## src/rtl/serial_subtractor_if.sv

```systemverilog
// serial_subtractor_if: start/done handshake bundle between a sequencer and the bit-serial subtractor.
// The ovf signal exists only when SUB_OVF_EN is defined.
interface serial_subtractor_if #(parameter int W = 4);
    logic         start;
    logic [W-1:0] a;
    logic [W-1:0] b;
    logic         bin;
    logic         ready;
    logic         busy;
    logic         done;
    logic [W-1:0] diff;
    logic         bout;
`ifdef SUB_OVF_EN
    logic         ovf;
`endif
    modport master (
        output start, a, b, bin,
        input  ready, busy, done, diff, bout
`ifdef SUB_OVF_EN
        , input ovf
`endif
    );
    modport slave (
        input  start, a, b, bin,
        output ready, busy, done, diff, bout
`ifdef SUB_OVF_EN
        , output ovf
`endif
    );
endinterface

```

## src/rtl/serial_subtractor.sv

```systemverilog
// serial_subtractor: bit-serial a - b - bin, one bit per clock LSB first, behind a start/done handshake.
// Define SUB_OVF_EN to add the registered signed-overflow output.
module serial_subtractor #(
    parameter int W = 4
) (
    input logic               clk,
    input logic               rst_n,
    serial_subtractor_if.slave s
);
    localparam int CW = $clog2(W);

    typedef enum logic [1:0] {IDLE, RUN, DONE} state_t;

    state_t        r_state;
    logic [W-1:0]  r_a;
    logic [W-1:0]  r_b;
    logic [W-2:0]  r_sh;
    logic [CW-1:0] r_count;
    logic          r_borrow;
    logic          r_ready;
    logic          r_busy;
    logic          r_done;
    logic [W-1:0]  r_diff;
    logic          r_bout;

    logic          w_ai;
    logic          w_bi;
    logic          w_d;
    logic          w_borrow;
    logic          w_last;
    logic [W-1:0]  w_sh;

    // Operands stay parallel and are indexed by the bit counter; only the result shifts.
    assign w_ai     = r_a[r_count];
    assign w_bi     = r_b[r_count];
    assign w_d      = w_ai ^ w_bi ^ r_borrow;
    assign w_borrow = (~w_ai & w_bi) | (~w_ai & r_borrow) | (w_bi & r_borrow);
    assign w_sh     = {w_d, r_sh};
    assign w_last   = r_count == CW'(W - 1);

`ifdef SUB_OVF_EN
    logic r_ovf;
    logic w_ovf;
    assign w_ovf = (r_a[W-1] ^ r_b[W-1]) & (w_d ^ r_a[W-1]);
    assign s.ovf = r_ovf;
`endif

    assign s.ready = r_ready;
    assign s.busy  = r_busy;
    assign s.done  = r_done;
    assign s.diff  = r_diff;
    assign s.bout  = r_bout;

    always_ff @(posedge clk or negedge rst_n) begin
        if (!rst_n) begin
            r_state  <= IDLE;
            r_a      <= '0;
            r_b      <= '0;
            r_sh     <= '0;
            r_count  <= '0;
            r_borrow <= 1'b0;
            r_ready  <= 1'b1;
            r_busy   <= 1'b0;
            r_done   <= 1'b0;
            r_diff   <= '0;
            r_bout   <= 1'b0;
`ifdef SUB_OVF_EN
            r_ovf    <= 1'b0;
`endif
        end else begin
            r_done <= 1'b0;
            if (r_state == RUN) begin
                r_borrow <= w_borrow;
                r_sh     <= w_sh[W-1:1];
                r_count  <= w_last ? '0 : r_count + 1'b1;
                if (w_last) begin
                    r_state <= DONE;
                    r_ready <= 1'b1;
                    r_busy  <= 1'b0;
                    r_done  <= 1'b1;
                    r_diff  <= w_sh;
                    r_bout  <= w_borrow;
`ifdef SUB_OVF_EN
                    r_ovf   <= w_ovf;
`endif
                end
            end else if (s.start) begin
                r_state  <= RUN;
                r_a      <= s.a;
                r_b      <= s.b;
                r_borrow <= s.bin;
                r_count  <= '0;
                r_ready  <= 1'b0;
                r_busy   <= 1'b1;
            end else begin
                r_state <= IDLE;
            end
        end
    end
endmodule

```

## src/flat_wrapper.sv

```systemverilog
// flat-port wrapper written by rule: the top's interface ports become plain ports
module serial_subtractor_flat 
#(
    parameter int W = 4
)
  (clk, rst_n, s_start, s_a, s_b, s_bin, s_ready, s_busy, s_done, s_diff, s_bout);
  serial_subtractor_if #(.W(W)) s_i ();
  input logic clk;
  input logic rst_n;
  input wire logic [$bits(s_i.start)-1:0] s_start;
  input wire logic [$bits(s_i.a)-1:0] s_a;
  input wire logic [$bits(s_i.b)-1:0] s_b;
  input wire logic [$bits(s_i.bin)-1:0] s_bin;
  output wire logic [$bits(s_i.ready)-1:0] s_ready;
  output wire logic [$bits(s_i.busy)-1:0] s_busy;
  output wire logic [$bits(s_i.done)-1:0] s_done;
  output wire logic [$bits(s_i.diff)-1:0] s_diff;
  output wire logic [$bits(s_i.bout)-1:0] s_bout;
  assign s_i.start = s_start;
  assign s_i.a = s_a;
  assign s_i.b = s_b;
  assign s_i.bin = s_bin;
  assign s_ready = s_i.ready;
  assign s_busy = s_i.busy;
  assign s_done = s_i.done;
  assign s_diff = s_i.diff;
  assign s_bout = s_i.bout;
  serial_subtractor #(.W(W)) u_core (.clk(clk), .rst_n(rst_n), .s(s_i));
endmodule
```

## config.mk

```make
export PLATFORM = sky130hd
export DESIGN_NAME = serial_subtractor_flat
export DESIGN_NICKNAME = d
export VERILOG_FILES = /design/src/rtl/serial_subtractor_if.sv /design/src/rtl/serial_subtractor.sv /design/src/flat_wrapper.sv
export SDC_FILE = /design/constraint.sdc
export NUM_CORES = 1
export LEC_CHECK = 0
export ABC_AREA = 1
export BUFFER_PORTS_ARGS = -buffer_cell sky130_fd_sc_hd__clkbuf_2
export CAP_MARGIN = 20
export CORE_MARGIN = 5
export CORE_UTILIZATION = 57
export CTS_BUF_LIST = sky130_fd_sc_hd__clkbuf_16
export CTS_CLUSTER_DIAMETER = 120
export DETAILED_ROUTE_END_ITERATION = 8
export PLACE_DENSITY = 0.85
export SETUP_SLACK_MARGIN = 0.02
export SLEW_MARGIN = 20
export SYNTH_ARGS = -nofsm -noshare
export SYNTH_HDL_FRONTEND = slang
export SYNTH_SLANG_ARGS = --single-unit
```

## constraint.sdc

```tcl
create_clock -name clk -period 2.5 [get_ports clk]
set_input_delay 0.375 -clock clk [delete_from_list [all_inputs] [get_ports clk]]
set_output_delay 0.375 -clock clk [all_outputs]
set_load 0.02 [all_outputs]
```

==> out/results.tsv <==
metric	value	unit
post-route-util	71.8	%
ant_nets	0	
fin_tns_setup	0	ns
yosys.area.top_type	dfrtp_1	
rsz0062_at_grt	no	
timing.clock.skew	0.00107	ns
switchingPower	725	µW
start_util	61.1	%
grt_pass1_vias	855	
cts_setup_buffers	0	
vdd_drop_max	0.864	mV
cts_root_buf	clkbuf_16	
reg2reg_to	u_core.r_sh[2]	
final.period_utilization	66.1	%
hold_viol	0	
ys_seq_area_share	55.9	%
drt_iter0_drc	24	
timing.final.crit_period	1.65	ns
yosys-top-cells-area	dfrtp_1 53%, nand2_1 16%, nand3_1 6.5%	
reg2reg_depth	5	
cts_hold_buffers	0	
drtPass1Iterations	4	
synth_cell_types	15	
holdWs	0.100	ns
antenna_found_initial	0	
p_comb_share	38.3	%
overflow	0	
rows	15	
clock-sinks	24	
cap_violations	0	
sequentialPowerShare	37.5	%
numPortBuffers	19	
drv_slew	0	
diodes	0	
hpwl	1.50	mm
synth_area	1080	µm²
critPathBufInv	0	
p_per_area	1470	nW/µm²
setup_viol	0	
r2r_slack	0.85	ns
critical_path.startpoint_type	flop	
clk_pin_slew	0.06	ns
r2r_start	u_core.r_count[0]	
cts_made_buffers	3	
grt_max_degree	25	
synth_top_area_share	53.4	%
die_y	53.5	µm
synth.most_common_cell	nand2_1	
core	1760	µm²
ys_seq_elements	24	
slew_headroom	62.0	%
clk_latency	0.26	ns
switching_share	38.8	%
async_flop_share	100	%
areaGrowthSynthToFinish	17.7	%
grt_first_pass_wirelength	3.91	mm
num_io_pins	20	
vias_per_cell	5.19	
clockBufferDepth	2	
routabilityCongestion	0.857	
drive_gt1_share	24.1	%
crit_required	2.64	ns
p_int	1.14	mW
ys_warn_count	0	
fin_nets	152	
synth_commonest_cells	47 x nand2_1, 23 x dfrtp_1, 14 x nand3_1	
path_depth	5	
crit_family	adder cells	
min_path_type	in -> async	
grt_use_total	19.4	%
path_cells	or2_2 -> nand3_1 -> nand2_1 -> fa_1 -> o21ai_0	
cp_slowest_stage_delay	0.51	ns
wl_per_cell	13.9	µm
cts_tree	done	
pwr-share-clk	24.2	%
die_x	53.5	µm
synth_ff_type	dfrtp_1	
fmax	0.605	GHz
synthCells	118	
status	finished, final reports clean	
drc	0	
arrival	1.79	ns
p_leak	0.707	nW
end_kind	flop	
synth_edf_count	0	
synth.avg_cell_area	9.13	µm²
worstPathMaxFanout	8	
dieArea	2860	µm²
crit_slowest_cell	fa_1	
num_vias	840	
h-tree-depth	1	
routed_wl	2.25	mm
syn_nets	132	
tightest_slew	0.570	ns
ctsResizeCount	0	
setup.worst_path.class	reg -> reg	
[sequential cells by signal, summed over array words and instances (netlist names), 2 cells and up]
name            flops
u_core.r_a          4
u_core.r_state      2
u_core.r_count      2
u_core.s.diff       4
u_core.r_sh         3
u_core.r_b          4
[metrics by stage]
step | instance area, µm² | total power [mW] | cells | worst slack (ns)
floorplan | 1080 | 1.24 | 118 | 0.956
global placement | 1160 | 1.35 | 158 | 0.926
detailed placement | 1160 | 1.40 | 158 | 0.841
CTS | 1270 | 1.88 | 162 | 0.846
global route | 1270 | 2.01 | 162 | 0.770
finish | 1270 | 1.87 | 162 | 0.848
[worst register-to-register path, stage by stage, from the launching register on]
cell,delay (ns)
dfrtp_1,0.47
or2_2,0.33
nand3_1,0.07
nand2_1,0.06
fa_1,0.51
o21ai_0,0.09
[cell families (layout without fill, tap and decap cells)]
family	count (synthesis)	after routing	share of synthesized area [%]
AND/OR/NAND/NOR	67	67	27.2
flip-flops	24	24	55.9
buffers and inverters	16	35	8.01
AO/OA/AOI/OAI	9	9	5.92
adder cells (fa/ha/maj)	2	2	3.02
[cell type report]
class                   instances  area, µm²
clock buffers                   3       75.1
clock inverters                 1       30.0
fillers                       142        497
inverters                      12       45.0
multi-input cells              78        389
flip-flops and latches         24        602
well taps                      25       31.3
repair buffers                 19       95.1
[cells in the final DEF, fill, tap and decap left out, types with 2 or more instances in the layout]
cell type | Yosys | layout
nand2_1 | 47 | 47
dfrtp_1 | 23 | 23
clkbuf_2 | 0 | 19
nand3_1 | 14 | 14
inv_1 | 12 | 12
o21ai_2 | 5 | 5
o21ai_0 | 4 | 4
clkbuf_16 | 0 | 3
nand2_4 | 2 | 2
nor2_1 | 2 | 2
[worst max-delay path by stage]
stage	from	endpoint	slack, ns
6_report	u_core.r_count[0]	u_core.r_sh[2]	0.85
5_1_grt	u_core.r_count[0]	u_core.r_sh[2]	0.77
4_1_cts	u_core.r_count[0]	u_core.r_sh[2]	0.85
3_5_place_dp	u_core.r_count[0]	u_core.r_sh[2]	0.84
3_3_place_gp	u_core.r_count[0]	u_core.r_sh[2]	0.93
2_1_floorplan	u_core.r_count[0]	u_core.r_sh[2]	0.96
[routing by layer]
metal  GRT usage, %  share of wire [%]  vias to the layer above
li1               -                  -                      407
met1           24.5                 40                      400
met2           33.7                 53                       31
met3           3.66                6.2                        2
met4           5.11               0.84                        0
met5              0                  0                        -
[power groups by stage]
| stage | clock (mW) | sequential, mW | combinational [mW] |
|---|---|---|---|
| 6_report | 0.452 | 0.701 | 0.715 |
| 4_1_cts | 0.455 | 0.697 | 0.724 |
| 2_1_floorplan | 0 | 0.741 | 0.502 |
| 5_1_grt | 0.473 | 0.723 | 0.814 |
| 3_3_place_gp | 0 | 0.691 | 0.664 |
| 3_5_place_dp | 0 | 0.701 | 0.702 |
Note: power is estimated with default switching activity, not from simulation.
